File: config.mk
export PLATFORM = sky130hd
export DESIGN_NAME = knap_sweep
export DESIGN_NICKNAME = d
export VERILOG_FILES = /design/src/rtl/knap_pkg.sv /design/src/rtl/knap_eval.sv /design/src/rtl/knap_sweep.sv
export SDC_FILE = /design/constraint.sdc
export NUM_CORES = 1
export LEC_CHECK = 0
export CORE_MARGIN = 5
export CORE_UTILIZATION = 50
export DETAILED_ROUTE_END_ITERATION = 12
export PLACE_DENSITY_LB_ADDON = 0.12
export SETUP_SLACK_MARGIN = 0.1
export SLEW_MARGIN = 40
export SYNTH_ARGS = -nofsm -noshare
export SYNTH_HDL_FRONTEND = slang
export SYNTH_SLANG_ARGS = --single-unit
export TNS_END_PERCENT = 50
File: constraint.sdc
create_clock -name clk -period 10.9 [get_ports clk]
set_input_delay 2.18 -clock clk [delete_from_list [all_inputs] [get_ports clk]]
set_output_delay 2.18 -clock clk [all_outputs]
set_load 0.01 [all_outputs]
File: src/rtl/knap_pkg.sv
// Shared item tables, feasibility limits and sweep FSM encoding for the knapsack sweeper.
package knap_pkg;

    localparam int TABLE_ITEMS = 12;

    localparam int MIN_VALUE  = 107;
    localparam int MAX_WEIGHT = 60;
    localparam int MAX_VOLUME = 60;

    // Index 0 is item A, index 11 is item L.
    localparam int ITEM_VALUE  [TABLE_ITEMS] = '{ 4,  8,  0, 20, 10, 12, 18, 14,  6, 15, 30,  8};
    localparam int ITEM_WEIGHT [TABLE_ITEMS] = '{28,  8, 27, 18, 27, 28,  6,  1, 20,  0,  5, 13};
    localparam int ITEM_VOLUME [TABLE_ITEMS] = '{27, 27,  4,  4,  0, 24,  4, 20, 12, 15,  5,  2};

    typedef enum logic [3:0] {
        ST_IDLE  = 4'b0001,
        ST_RUN   = 4'b0010,
        ST_DRAIN = 4'b0100,
        ST_DONE  = 4'b1000
    } state_t;

endpackage

File: src/rtl/knap_eval.sv
// Combinational totals and feasibility for one selection vector (bit0 = item A).
module knap_eval
    import knap_pkg::*;
#(
    parameter int N_ITEMS = 12,
    parameter int SUM_W   = 10
) (
    input  logic [N_ITEMS-1:0] sel,
    output logic [SUM_W-1:0]   value,
    output logic [SUM_W-1:0]   weight,
    output logic [SUM_W-1:0]   volume,
    output logic               feasible
);

    always_comb begin
        value  = '0;
        weight = '0;
        volume = '0;
        for (int i = 0; i < N_ITEMS; i++) begin
            if (sel[i]) begin
                value  = value  + SUM_W'(ITEM_VALUE[i]);
                weight = weight + SUM_W'(ITEM_WEIGHT[i]);
                volume = volume + SUM_W'(ITEM_VOLUME[i]);
            end
        end
    end

    // All three limits are inclusive.
    assign feasible = (value  >= SUM_W'(MIN_VALUE))  &&
                      (weight <= SUM_W'(MAX_WEIGHT)) &&
                      (volume <= SUM_W'(MAX_VOLUME));

endmodule

File: src/rtl/knap_sweep.sv
// Exhaustive knapsack sweep over all 2^N_ITEMS selections, streaming feasible hits.
// Best-candidate tracking is built only when KNAP_BEST_TRACK_EN is defined.
module knap_sweep
    import knap_pkg::*;
#(
    parameter int N_ITEMS = 12,
    parameter int SUM_W   = 10
) (
    input  logic               clk,
    input  logic               rst,
    input  logic               start_i,
    output logic               busy_o,
    output logic               done_o,
    output logic               hit_valid_o,
    input  logic               hit_ready_i,
    output logic [N_ITEMS-1:0] hit_sel_o,
    output logic [N_ITEMS:0]   hit_count_o,
    output logic [N_ITEMS-1:0] best_sel_o,
    output logic [SUM_W-1:0]   best_value_o,
    output state_t             state_dbg
);

    state_t             state, state_next;
    logic [N_ITEMS-1:0] counter;
    logic [SUM_W-1:0]   eval_value, eval_weight, eval_volume;
    logic               eval_feasible;
    logic               run, accept, stall, load, advance, last;

    knap_eval #(.N_ITEMS(N_ITEMS), .SUM_W(SUM_W)) u_eval (
        .sel      (counter),
        .value    (eval_value),
        .weight   (eval_weight),
        .volume   (eval_volume),
        .feasible (eval_feasible)
    );

    // Handshake: a hit transfers on any rising edge where hit_valid_o && hit_ready_i;
    // hit_sel_o is held stable while hit_valid_o is high and not yet accepted.
    assign run     = (state == ST_RUN);
    assign accept  = hit_valid_o && hit_ready_i;
    assign stall   = run && eval_feasible && hit_valid_o && !hit_ready_i;
    assign load    = run && eval_feasible && !stall;
    assign advance = run && !stall;
    assign last    = &counter;

    assign busy_o    = (state == ST_RUN) || (state == ST_DRAIN);
    assign done_o    = (state == ST_DONE);
    assign state_dbg = state;

    always_ff @(posedge clk or posedge rst) begin
        if (rst) state <= ST_IDLE;
        else     state <= state_next;
    end

    always_comb begin
        state_next = state;
        unique case (state)
            ST_IDLE:  if (start_i) state_next = ST_RUN;
            ST_RUN:   if (advance && last) state_next = ST_DRAIN;
            ST_DRAIN: if (!hit_valid_o) state_next = ST_DONE;
            ST_DONE:  state_next = ST_IDLE;
            default:  state_next = ST_IDLE;
        endcase
    end

    always_ff @(posedge clk or posedge rst) begin
        if (rst) begin
            counter     <= '0;
            hit_valid_o <= 1'b0;
            hit_sel_o   <= '0;
            hit_count_o <= '0;
        end else begin
            if (state == ST_IDLE && start_i) begin
                counter     <= '0;
                hit_count_o <= '0;
            end
            // The counter parks on the last candidate rather than wrapping.
            if (advance && !last) counter <= counter + 1'b1;
            if (load) begin
                hit_sel_o   <= counter;
                hit_valid_o <= 1'b1;
                hit_count_o <= hit_count_o + 1'b1;
            end else if (accept) begin
                hit_valid_o <= 1'b0;
            end
        end
    end

`ifdef KNAP_BEST_TRACK_EN
    logic unused_sums;
    assign unused_sums = ^{eval_weight, eval_volume};

    // Strictly-greater keeps the lower-index candidate on ties.
    always_ff @(posedge clk or posedge rst) begin
        if (rst) begin
            best_sel_o   <= '0;
            best_value_o <= '0;
        end else if (state == ST_IDLE && start_i) begin
            best_sel_o   <= '0;
            best_value_o <= '0;
        end else if (load && (eval_value > best_value_o)) begin
            best_sel_o   <= counter;
            best_value_o <= eval_value;
        end
    end
`else
    logic unused_sums;
    assign unused_sums  = ^{eval_value, eval_weight, eval_volume};
    assign best_sel_o   = '0;
    assign best_value_o = '0;
`endif

endmodule

# ---- Word level (Yosys, flattened, before mapping)
# Index checks and enable logic that the tools add are counted.
dict set report totals {
  reg_bits 42
  in_bits 4
  wordCells 110
}
dict set report classes {
  n_eq_ne 7
  magnitude_cmp 3
  add_sub_neg 32
  n_mux 43
  reduce_logical 20
}
# operator n
set op_table {}
lappend op_table {{10-bit two-way mux} 30}
lappend op_table {{10-bit by 5-bit adder with 10-bit output, second input constant} 10}
lappend op_table {{10-bit by 4-bit adder with 10-bit output, second input constant} 8}
lappend op_table {{10-bit by 3-bit adder with 10-bit output, second input constant} 7}
lappend op_table {{13-bit two-way mux} 2}
lappend op_table {{12-bit two-way mux} 2}
lappend op_table {{10-bit by 6-bit <= comparator with 1-bit output, second input constant} 2}
lappend op_table {{13-bit by 1-bit adder with 13-bit output, second input constant} 1}
lappend op_table {{12-bit by 1-bit adder with 12-bit output, second input constant} 1}
lappend op_table {{4-bit two-way mux} 3}
lappend op_table {{4-bit case mux with 3 select lines} 1}
lappend op_table {{12-bit AND reduction} 1}
lappend op_table {{1-bit logical AND} 11}
lappend op_table {{10-bit by 1-bit adder with 10-bit output, second input constant} 1}
lappend op_table {{10-bit by 2-bit adder with 10-bit output, second input constant} 1}
lappend op_table {{10-bit by 7-bit >= comparator with 1-bit output, second input constant} 1}
lappend op_table {{5-bit two-way mux} 2}
lappend op_table {{5-bit by 4-bit adder with 6-bit output, second input constant} 1}
lappend op_table {{5-bit by 5-bit adder with 6-bit output, second input constant} 1}
lappend op_table {{2-bit nonzero test} 3}
lappend op_table {{3-bit by 4-bit adder with 5-bit output, second input constant} 1}
lappend op_table {{4-bit by 1-bit equality test with 1-bit output, second input constant} 1}
lappend op_table {{4-bit by 2-bit equality test with 1-bit output, second input constant} 1}
lappend op_table {{4-bit by 3-bit equality test with 1-bit output, second input constant} 1}
lappend op_table {{other kinds (8)} 12}

# ---- Longest topological paths before layout
# Gate-level depths: netlist (run 1).
dict set report depth {
  ltp_word 32
  ltp_mapped 36
}

# ---- By module
# A second synthesis (run 1) with hierarchy kept.
dict set report hier_totals {
  hier_cells 854
  area_unflattened_um2 6820.3
}
# module instances seq_area_each_um2 cells_per_inst area_each_um2
set by_module_without_submodules {}
lappend by_module_without_submodules {knap_eval 1 0.0 635 4533.1}
lappend by_module_without_submodules {knap_sweep 1 1052.3 219 2287.2}

# ---- Worst setup path before layout (run 1)
# No wires, ideal clock.
dict set report synth_timing {
  kind {register to register}
  start {register counter[0]}
  end {register counter[9]}
  stages_incl_launch_ff 35
  required_ns 10.776
  setup_ns 0.124
  t_arrival_ns 6.946
  path_slack_ns 3.830
  path_cell_list {dfrtp_1 > buf_4 > inv_1 > ha_1 > buf_2 > nand2b_1 > nand2_1 > ha_1 > nand2b_1 > o311ai_0 > and3_1 > inv_1 > ha_1 > nor2_1 > nor3_1 > ha_1 > nand2_1 > a21boi_0 > ha_1 > and2_1 > nor4_1 > a22o_1 > o21ai_0 > xnor2_1 > nand3b_1 > or3b_1 > xor2_1 > mux2i_1 > nand4_2 > nor4_4 > and2b_1 > a21bo_1 > buf_6 > nor3_1 > a211o_1}
}
dict set report synth_between {
  elab_chain_len 31
  elab_cells_between_ends 79
  classes_between {add/sub (31); order compare (3); mux (34); reduce/logical (11)}
}
# item line_no
set synth_lines {}
lappend synth_lines {{from (decl)} knap_sweep.sv:24} ;# logic [N_ITEMS-1:0] counter;
lappend synth_lines {{from (signal assigned)} knap_sweep.sv:78} ;# if (advance && !last) counter <= counter + 1'b1;
lappend synth_lines {{5-bit two-way mux or 3-bit two-way mux (tied branches)} knap_eval.sv:20} ;# if (sel[i]) begin
lappend synth_lines {{5-bit by 4-bit adder with 6-bit output or 3-bit by 4-bit adder with 5-bit output (tied branches)} {knap_eval.sv:22, knap_eval.sv:21}}
lappend synth_lines {{10-bit two-way mux} knap_eval.sv:20}
lappend synth_lines {{10-bit by 5-bit adder with 10-bit output, on equally long branches} {knap_eval.sv:22, knap_eval.sv:21}}
lappend synth_lines {{10-bit two-way mux} knap_eval.sv:20}
lappend synth_lines {{10-bit by 5-bit adder with 10-bit output or 10-bit by 4-bit adder with 10-bit output (tied branches)} {knap_eval.sv:22, knap_eval.sv:21}}
lappend synth_lines {{10-bit two-way mux} knap_eval.sv:20}
lappend synth_lines {{10-bit by 5-bit adder with 10-bit output or 10-bit by 4-bit adder with 10-bit output (tied branches)} {knap_eval.sv:22, knap_eval.sv:21}}
lappend synth_lines {{[... 13 more ...]} --}
lappend synth_lines {{10-bit by 6-bit <= comparator with 1-bit output or 10-bit by 7-bit >= comparator with 1-bit output (tied branches)} {knap_eval.sv:30, knap_eval.sv:29}}
lappend synth_lines {{1-bit logical AND} knap_eval.sv:29} ;# assign feasible = (value >= SUM_W'(MIN_VALUE)) &&
lappend synth_lines {{1-bit logical AND} knap_eval.sv:30} ;# (weight <= SUM_W'(MAX_WEIGHT)) &&
lappend synth_lines {{1-bit logical AND (3 in series)} knap_sweep.sv:41} ;# assign stall = run && eval_feasible && hit_valid_o && !hit_ready_i;
lappend synth_lines {{1-bit logical NOT} knap_sweep.sv:43} ;# assign advance = run && !stall;
lappend synth_lines {{1-bit logical AND} knap_sweep.sv:43}
lappend synth_lines {{1-bit logical AND} knap_sweep.sv:78}
lappend synth_lines {{12-bit two-way mux or 2-bit nonzero test (tied branches)} --}
# Several ways; a longest one is shown, not always the timed one.
# A chain may end at the register's enable or synchronous reset.

# ---- Worst setup path in the final report (run 1)
# Same ends and word-level chain as after synthesis.

==> run summary, run 1 <==
Status = finished clean
Row cnt = 44
Dpl hpwl = 13700 µm
Hold buffers post-CTS = 0
WS Path Type = register to register
Die X = 130 µm
Rel. slew slack = 0.486
CTS Sinks = 42
Dominant synthesized flop cell = dfrtp_1
Setup crit end kind = register
Overall power = 1050 µW
Synth Register Bits = 42
Post-CTS sizing = 0
Max Fanout on Critical Path = 20
Post-synthesis cell type count = 108
Internal power = 537 µW
Period utilization = 0.794
DR WL/cell = 16.4 µm
Worst EP arrival = 8.83 ns
Core Box Area = 14400 µm²
RSZ-0062 raised after global routing = no
Net Switching = 508 µW
Routed Antenna Nets = 0
Non-filler instance count after layout = 1107
Setup Viol. Count Final = 0
Number of remaining DRC errors = 0
Share of layout cells above drive strength 1 = 0.0932
Die Ht = 130 µm
Clock skew = 0.00595 ns
Register area share after synthesis = 0.145
Worst path buffer plus inverter count = 2
H-tree depth = 2
Post-Route WL = 18200 µm
Synth Instances = 929
Setup bufs post-CTS = 0
Nets = 961
Complex-gate fraction of the synthesized area = 0.218
Num CTS Buffers = 5
Simple-gate share of the synthesized area = 0.282
Final number of hold-violating endpoints = 0
Clock power share = 0.146
Synthesized area per cell = 7.81 µm²
Worst-Skew Late Latency = 0.29 ns
Pre-Repair DR Iteration Count = 5
Mux cell area share after synthesis = 0.0528
Post-synthesis xor/xnor area fraction = 0.157
N_diodes = 0
Busiest layer in global routing = met2
Asr flop ratio synth = 1.00
Vias in the first global route = 6069
Largest net degree at the start of global routing = 48
MaxCap Viol Count = 0
First-pass GRT wire length = 30300 µm
EDFF count, synth = 0
Slowest stage delay, CP = 0.82 ns
Gate power share = 0.676
Setup_tns = 0 ns
GR Util met2 = 0.371
IO Pins = 58
Final Max Slew Viols = 0
Leak Pwr = 0.00305 µW
Root buffer cell = clkbuf_16
Via count = 6515
Actual slew at the worst max-slew pin = 0.770 ns
Area delta synth->final = 5.78%
Vias/cell = 5.89
Inst Count DP = 1099
Power per cell area = 136 nW/µm²
Initial antenna violation count = 0
Req. time, crit path = 11.08 ns
Gpl congestion = 0.838
Crit path max-delay family = simple AND/OR/NAND/NOR gates
Met1 usage = 0.301
Largest family of logic cells by synthesized area = simple AND/OR/NAND/NOR gates
Switching Fraction = 0.486
CP Launch Type = register
Clock transition at path regs = 0.07 ns
DR iter-0 viols = 418
Initial Util = 0.505
Ys Warns = 0
Met3 GRT Util = 0.0167
IO buf count = 35
Tmin final = 8.66 ns
Mapped cell area = 7260 µm²
CTS tree = yes
Deepest clock path buffer count = 2
Seq pwr share = 0.179
Total track usage = 0.216
Synth Area in Adders = 0.0650
GRT overflow = 0
CP most frequent cell = ha_1
Min-Delay Path Class = register to register
Die area = 17000 µm²
Worst vdd ir = 71.1 µV
Crit-path slowest cell = dfrtp_1
Maximum clock frequency = 0.116 GHz
R2R Setup Slk = 2.24 ns
[Yosys cell counts, drive strengths merged (5+ instances only)]
master	n	area [µm²]
a211o	8	70.1
or2	9	56.3
xnor2	57	529
and3	14	87.6
and2	16	100
mux2	13	150
a211oi	7	52.6
a31o	8	70.1
nand3	41	205
nand2	106	398
o211ai	13	113
nand3b	9	67.6
inv	34	128
nand4	11	75.1
o221ai	5	56.3
a21o	11	82.6
xnor3	8	183
nor4	12	103
nor2b	14	87.6
ha	32	400
a311oi	5	50.0
o21ai	58	298
a31oi	8	56.3
buf	55	369
dfrtp	41	1030
mux2i	22	233
or3	15	98.8
o21a	6	45.0
xor2	40	399
a21boi	5	37.5
a21oi	32	175
nor2	49	184
nor3	24	130
nor3b	10	80.1
o311ai	5	43.8
o31ai	5	47.5
clkbuf	21	78.8
nand2b	28	175
[tightest hold or removal path, stage by stage (launching register included)]
cell     delay [ns]
dfrtp_1        0.34
nand2_1        0.04
o21ai_0        0.06
[cell usage in the layout (no fill, tap or decap), types with 11 or more instances in the layout]
cell type and instances:
a21o_1 11, a21oi_1 28, and2_1 15, and3_1 14, clkdlybuf4s50_1 35, conb_1 22, dfrtp_1 41, ha_1 32
inv_1 31, mux2i_1 21, nand2_1 106, nand2b_1 28, nand3_1 40, nor2_1 49, nor2b_1 14, nor3_1 22
o21ai_0 49, or3_1 14, xnor2_1 53, xor2_1 35
[layer usage]
layer	vias to the layer above	share of wire
li1	3301	-
met1	3094	0.49
met2	103	0.47
met3	17	0.029
met4	0	0.011
met5	-	0
[flip-flops by register name (all words and copies together) (netlist names)]
signal,count
counter,12
hit_count_o,13
hit_sel_o,12
hit_valid_o,1
state_dbg,4
[kinds of logic (layout without fill, tap and decap cells)]
family | after synthesis | in the layout
other | 1 | 22
adder cells (fa/ha/maj) | 36 | 36
AND/OR/NAND/NOR | 380 | 380
buffers and inverters | 111 | 84
flip-flops | 42 | 42
multiplexers | 35 | 35
XOR/XNOR | 106 | 106
AO/OA/AOI/OAI | 218 | 218
[worst paths after layout]
kind	start	end	depth (start not counted)
worst max-delay path	counter[0]	counter[9]	31
worst min-delay path	hit_sel_o[10]	hit_sel_o[10]	2
worst max register to register	counter[0]	counter[9]	31
worst min register to register	hit_sel_o[10]	hit_sel_o[10]	2
max in group asynchronous	rst	state_dbg[0]	2
min in group asynchronous	rst	hit_sel_o[8]	2
[layout make-up]
cell class              count  area (µm²)
clock buffers               5         125
clock inverters             3        21.3
fillers                  1441        6690
inverters                  35         134
multi-input cells         797        5720
flip-flops and latches     42        1050
well taps                 184         230
repair buffers             41         395
[power groups by stage]
stage / Sequential, µW / Combinational (µW) / Clock [µW]
3_5_place_dp: 189 / 697 / 0
5_1_grt: 189 / 790 / 164
4_1_cts: 186 / 702 / 156
2_1_floorplan: 184 / 580 / 0
6_report: 187 / 706 / 152
3_3_place_gp: 188 / 694 / 0
[stage by stage]
stage | area, µm² | worst slack, ns | hold WS (ns) | utilization
after global placement | 7520 | 2.34 | 0.463 | 0.523
after detailed placement | 7520 | 2.12 | 0.472 | 0.523
final | 7680 | 2.24 | 0.479 | 0.534
after CTS | 7670 | 2.07 | 0.488 | 0.534
after floorplan | 7340 | 3.83 | 0.514 | -
after global routing | 7680 | 1.54 | 0.518 | 0.534
No activity file was read; power rests on OpenSTA's default activity.
==> run 2, diff against run 1 <==
==> constraint.sdc (replaced) <==
create_clock -name clk -period 7.4 [get_ports clk]
set_input_delay 1.48 -clock clk [delete_from_list [all_inputs] [get_ports clk]]
set_output_delay 1.48 -clock clk [all_outputs]
set_load 0.01 [all_outputs]
==> run summary, run 2 (synthesis gave the netlist of run 1 again) <==
Num CTS Buffers = 5
CP startpoint = counter[0]
Deepest clock path buffer count = 2
Gate power share = 0.715
Leak Pwr = 0.00325 µW
# fillers = 1371
Vias/cell = 5.88
Area delta synth->final = 10.8%
Reg2reg start = counter[0]
Row cnt = 44
Share of layout cells above drive strength 1 = 0.141
Crit path to = counter[0]
Crit-path slowest cell = nor4_4
Maximum clock frequency = 0.145 GHz
CTS Sinks = 42
GRT overflow = 0
Via count = 6732
N_diodes = 0
CP Launch Type = register
Initial Util = 0.505
Finished Cell Area = 8040 µm²
Routed Antenna Nets = 0
Seq pwr share = 0.154
MaxCap Viol Count = 0
Number of remaining DRC errors = 0
CTS tree = yes
IO buf count = 35
Net Switching = 786 µW
Slowest stage delay, CP = 0.44 ns
Largest Register = hit_count_o
WS Path Type = register to register
First-pass GRT wire length = 29500 µm
Clock transition at path regs = 0.07 ns
Pre-Repair DR Iteration Count = 5
Min-Delay Path Class = register to register
Final number of hold-violating endpoints = 0
Area of the multi-input gates = 5830 µm²
Root buffer cell = clkbuf_16
Clock skew = 0.00993 ns
Max Fanout on Critical Path = 8
Initial antenna violation count = 0
Setup_tns = 0 ns
H-tree depth = 2
Final Max Slew Viols = 0
Die Ht = 130 µm
Largest net degree at the start of global routing = 43
DR WL/cell = 15.8 µm
IO Pins = 58
Power per cell area = 209 nW/µm²
Tmin final = 6.89 ns
Die area = 17000 µm²
Post-Route WL = 18100 µm
FF-to-FF End = counter[0]
Worst EP arrival = 7.08 ns
Switching Fraction = 0.467
RSZ-0062 raised after global routing = no
Hold buffers post-CTS = 0
Setup Viol. Count Final = 0
Req. time, crit path = 7.59 ns
DR iter-0 viols = 526
Actual slew at the worst max-slew pin = 0.802 ns
Placed inst area = 7660 µm²
Hold_ws = 0.473 ns
Rel. slew slack = 0.465
R2R Setup Slk = 0.51 ns
Internal power = 896 µW
Max FFs per register = 13
Vias in the first global route = 6058
Worst vdd ir = 95.0 µV
Dpl hpwl = 13700 µm
Period utilization = 0.932
Clock power share = 0.131
Setup crit end kind = register
Core Box Area = 14400 µm²
Die X = 130 µm
CP most frequent cell = ha_1
Total track usage = 0.209
Overall power = 1680 µW
R2R depth = 32
Commonest non-fill, non-tap cell in the layout = nand2_1
Status = finished clean
Flip-flop and latch area = 1050 µm²
Worst-Skew Late Latency = 0.29 ns
Top flop regs = hit_count_o: 13 flops, counter: 12 flops, hit_sel_o: 12 flops
Gpl congestion = 0.897
Nets = 998
Commonest cells after routing, fill and taps aside = 106 x nand2_1, 52 x xnor2_1, 49 x o21ai_0
[run 2: changes by cell type in the layout (fill, tap and decap cells not counted), sizes merged]
cell | before | now
a21bo | 2 | 3
nand3 | 41 | 42
clkinvlp | 1 | 0
clkbuf | 5 | 6
buf | 6 | 41
[run 2: how the worst min path moves through the flow]
stage                            start            to  slack (ns)  cells after the start
after floorplan           hit_sel_o[0]  hit_sel_o[0]        0.51                      2
after global placement    hit_sel_o[6]  hit_sel_o[6]        0.46                      2
after detailed placement  hit_sel_o[6]  hit_sel_o[6]        0.47                      2
after CTS                 hit_sel_o[6]  hit_sel_o[6]        0.48                      2
after global routing      hit_sel_o[0]  hit_sel_o[0]        0.51                      2
final                     hit_sel_o[7]  hit_sel_o[7]        0.47                      2
[run 2: repair_timing]
| item | CTS | global route |
|---|---|---|
| gates resized for setup | 2 | 20 |
| pin swaps | 0 | 9 |
| cloned | 0 | 2 |
| setup endpoints to repair | 23 | 40 |
| buffers inserted | 0 | 17 |
| endpoints found under the hold margin | 0 | 0 |
[run 2: power by group through the flow]
stage | combinational (µW) | sequential (µW) | clock [µW]
after CTS | 1090 | 260 | 227
final | 1200 | 259 | 220
after global placement | 1080 | 264 | 0
after floorplan | 854 | 271 | 0
after detailed placement | 1080 | 264 | 0
after global routing | 1330 | 261 | 234
[run 2: worst max-delay path: cells and delay by family, from the launching register on]
kind | cells | cell delay (ns)
muxes | 1 | 0.29
adders and majority gates | 5 | 1.52
AOI/OAI and AO/OA | 5 | 1.08
and+or+nand+nor | 17 | 3.03
xor gates and xnor gates | 1 | 0.18
DFF | 1 | 0.39
buffers and inverters | 3 | 0.29
[run 2: through the flow]
stage                     worst slack (ns)  instances   util
final                                0.507       1144  0.560
after global routing                0.0871       1144  0.560
after CTS                           0.0186       1125  0.543
after detailed placement            0.0515       1117  0.533
after global placement               0.229       1117  0.533
after floorplan                      0.330        950      -
[run 2: routing by layer]
metal  global-route usage  vias to the layer above  share of wire
met5                    0                        -              0
met4               0.0484                        0          0.014
met3               0.0215                       17          0.036
met2                0.357                      118           0.47
met1                0.287                     3218           0.48
li1                     -                     3379              -
[run 2: cell type report]
cell class / count / share of cell area
multi-input combinational: 799 / 0.724
clock buffer: 6 / 0.0160
tap: 184 / 0.0286
sequential: 42 / 0.131
clock inverter: 2 / 0.00171
timing repair buffer: 76 / 0.0818
inverter: 35 / 0.0166
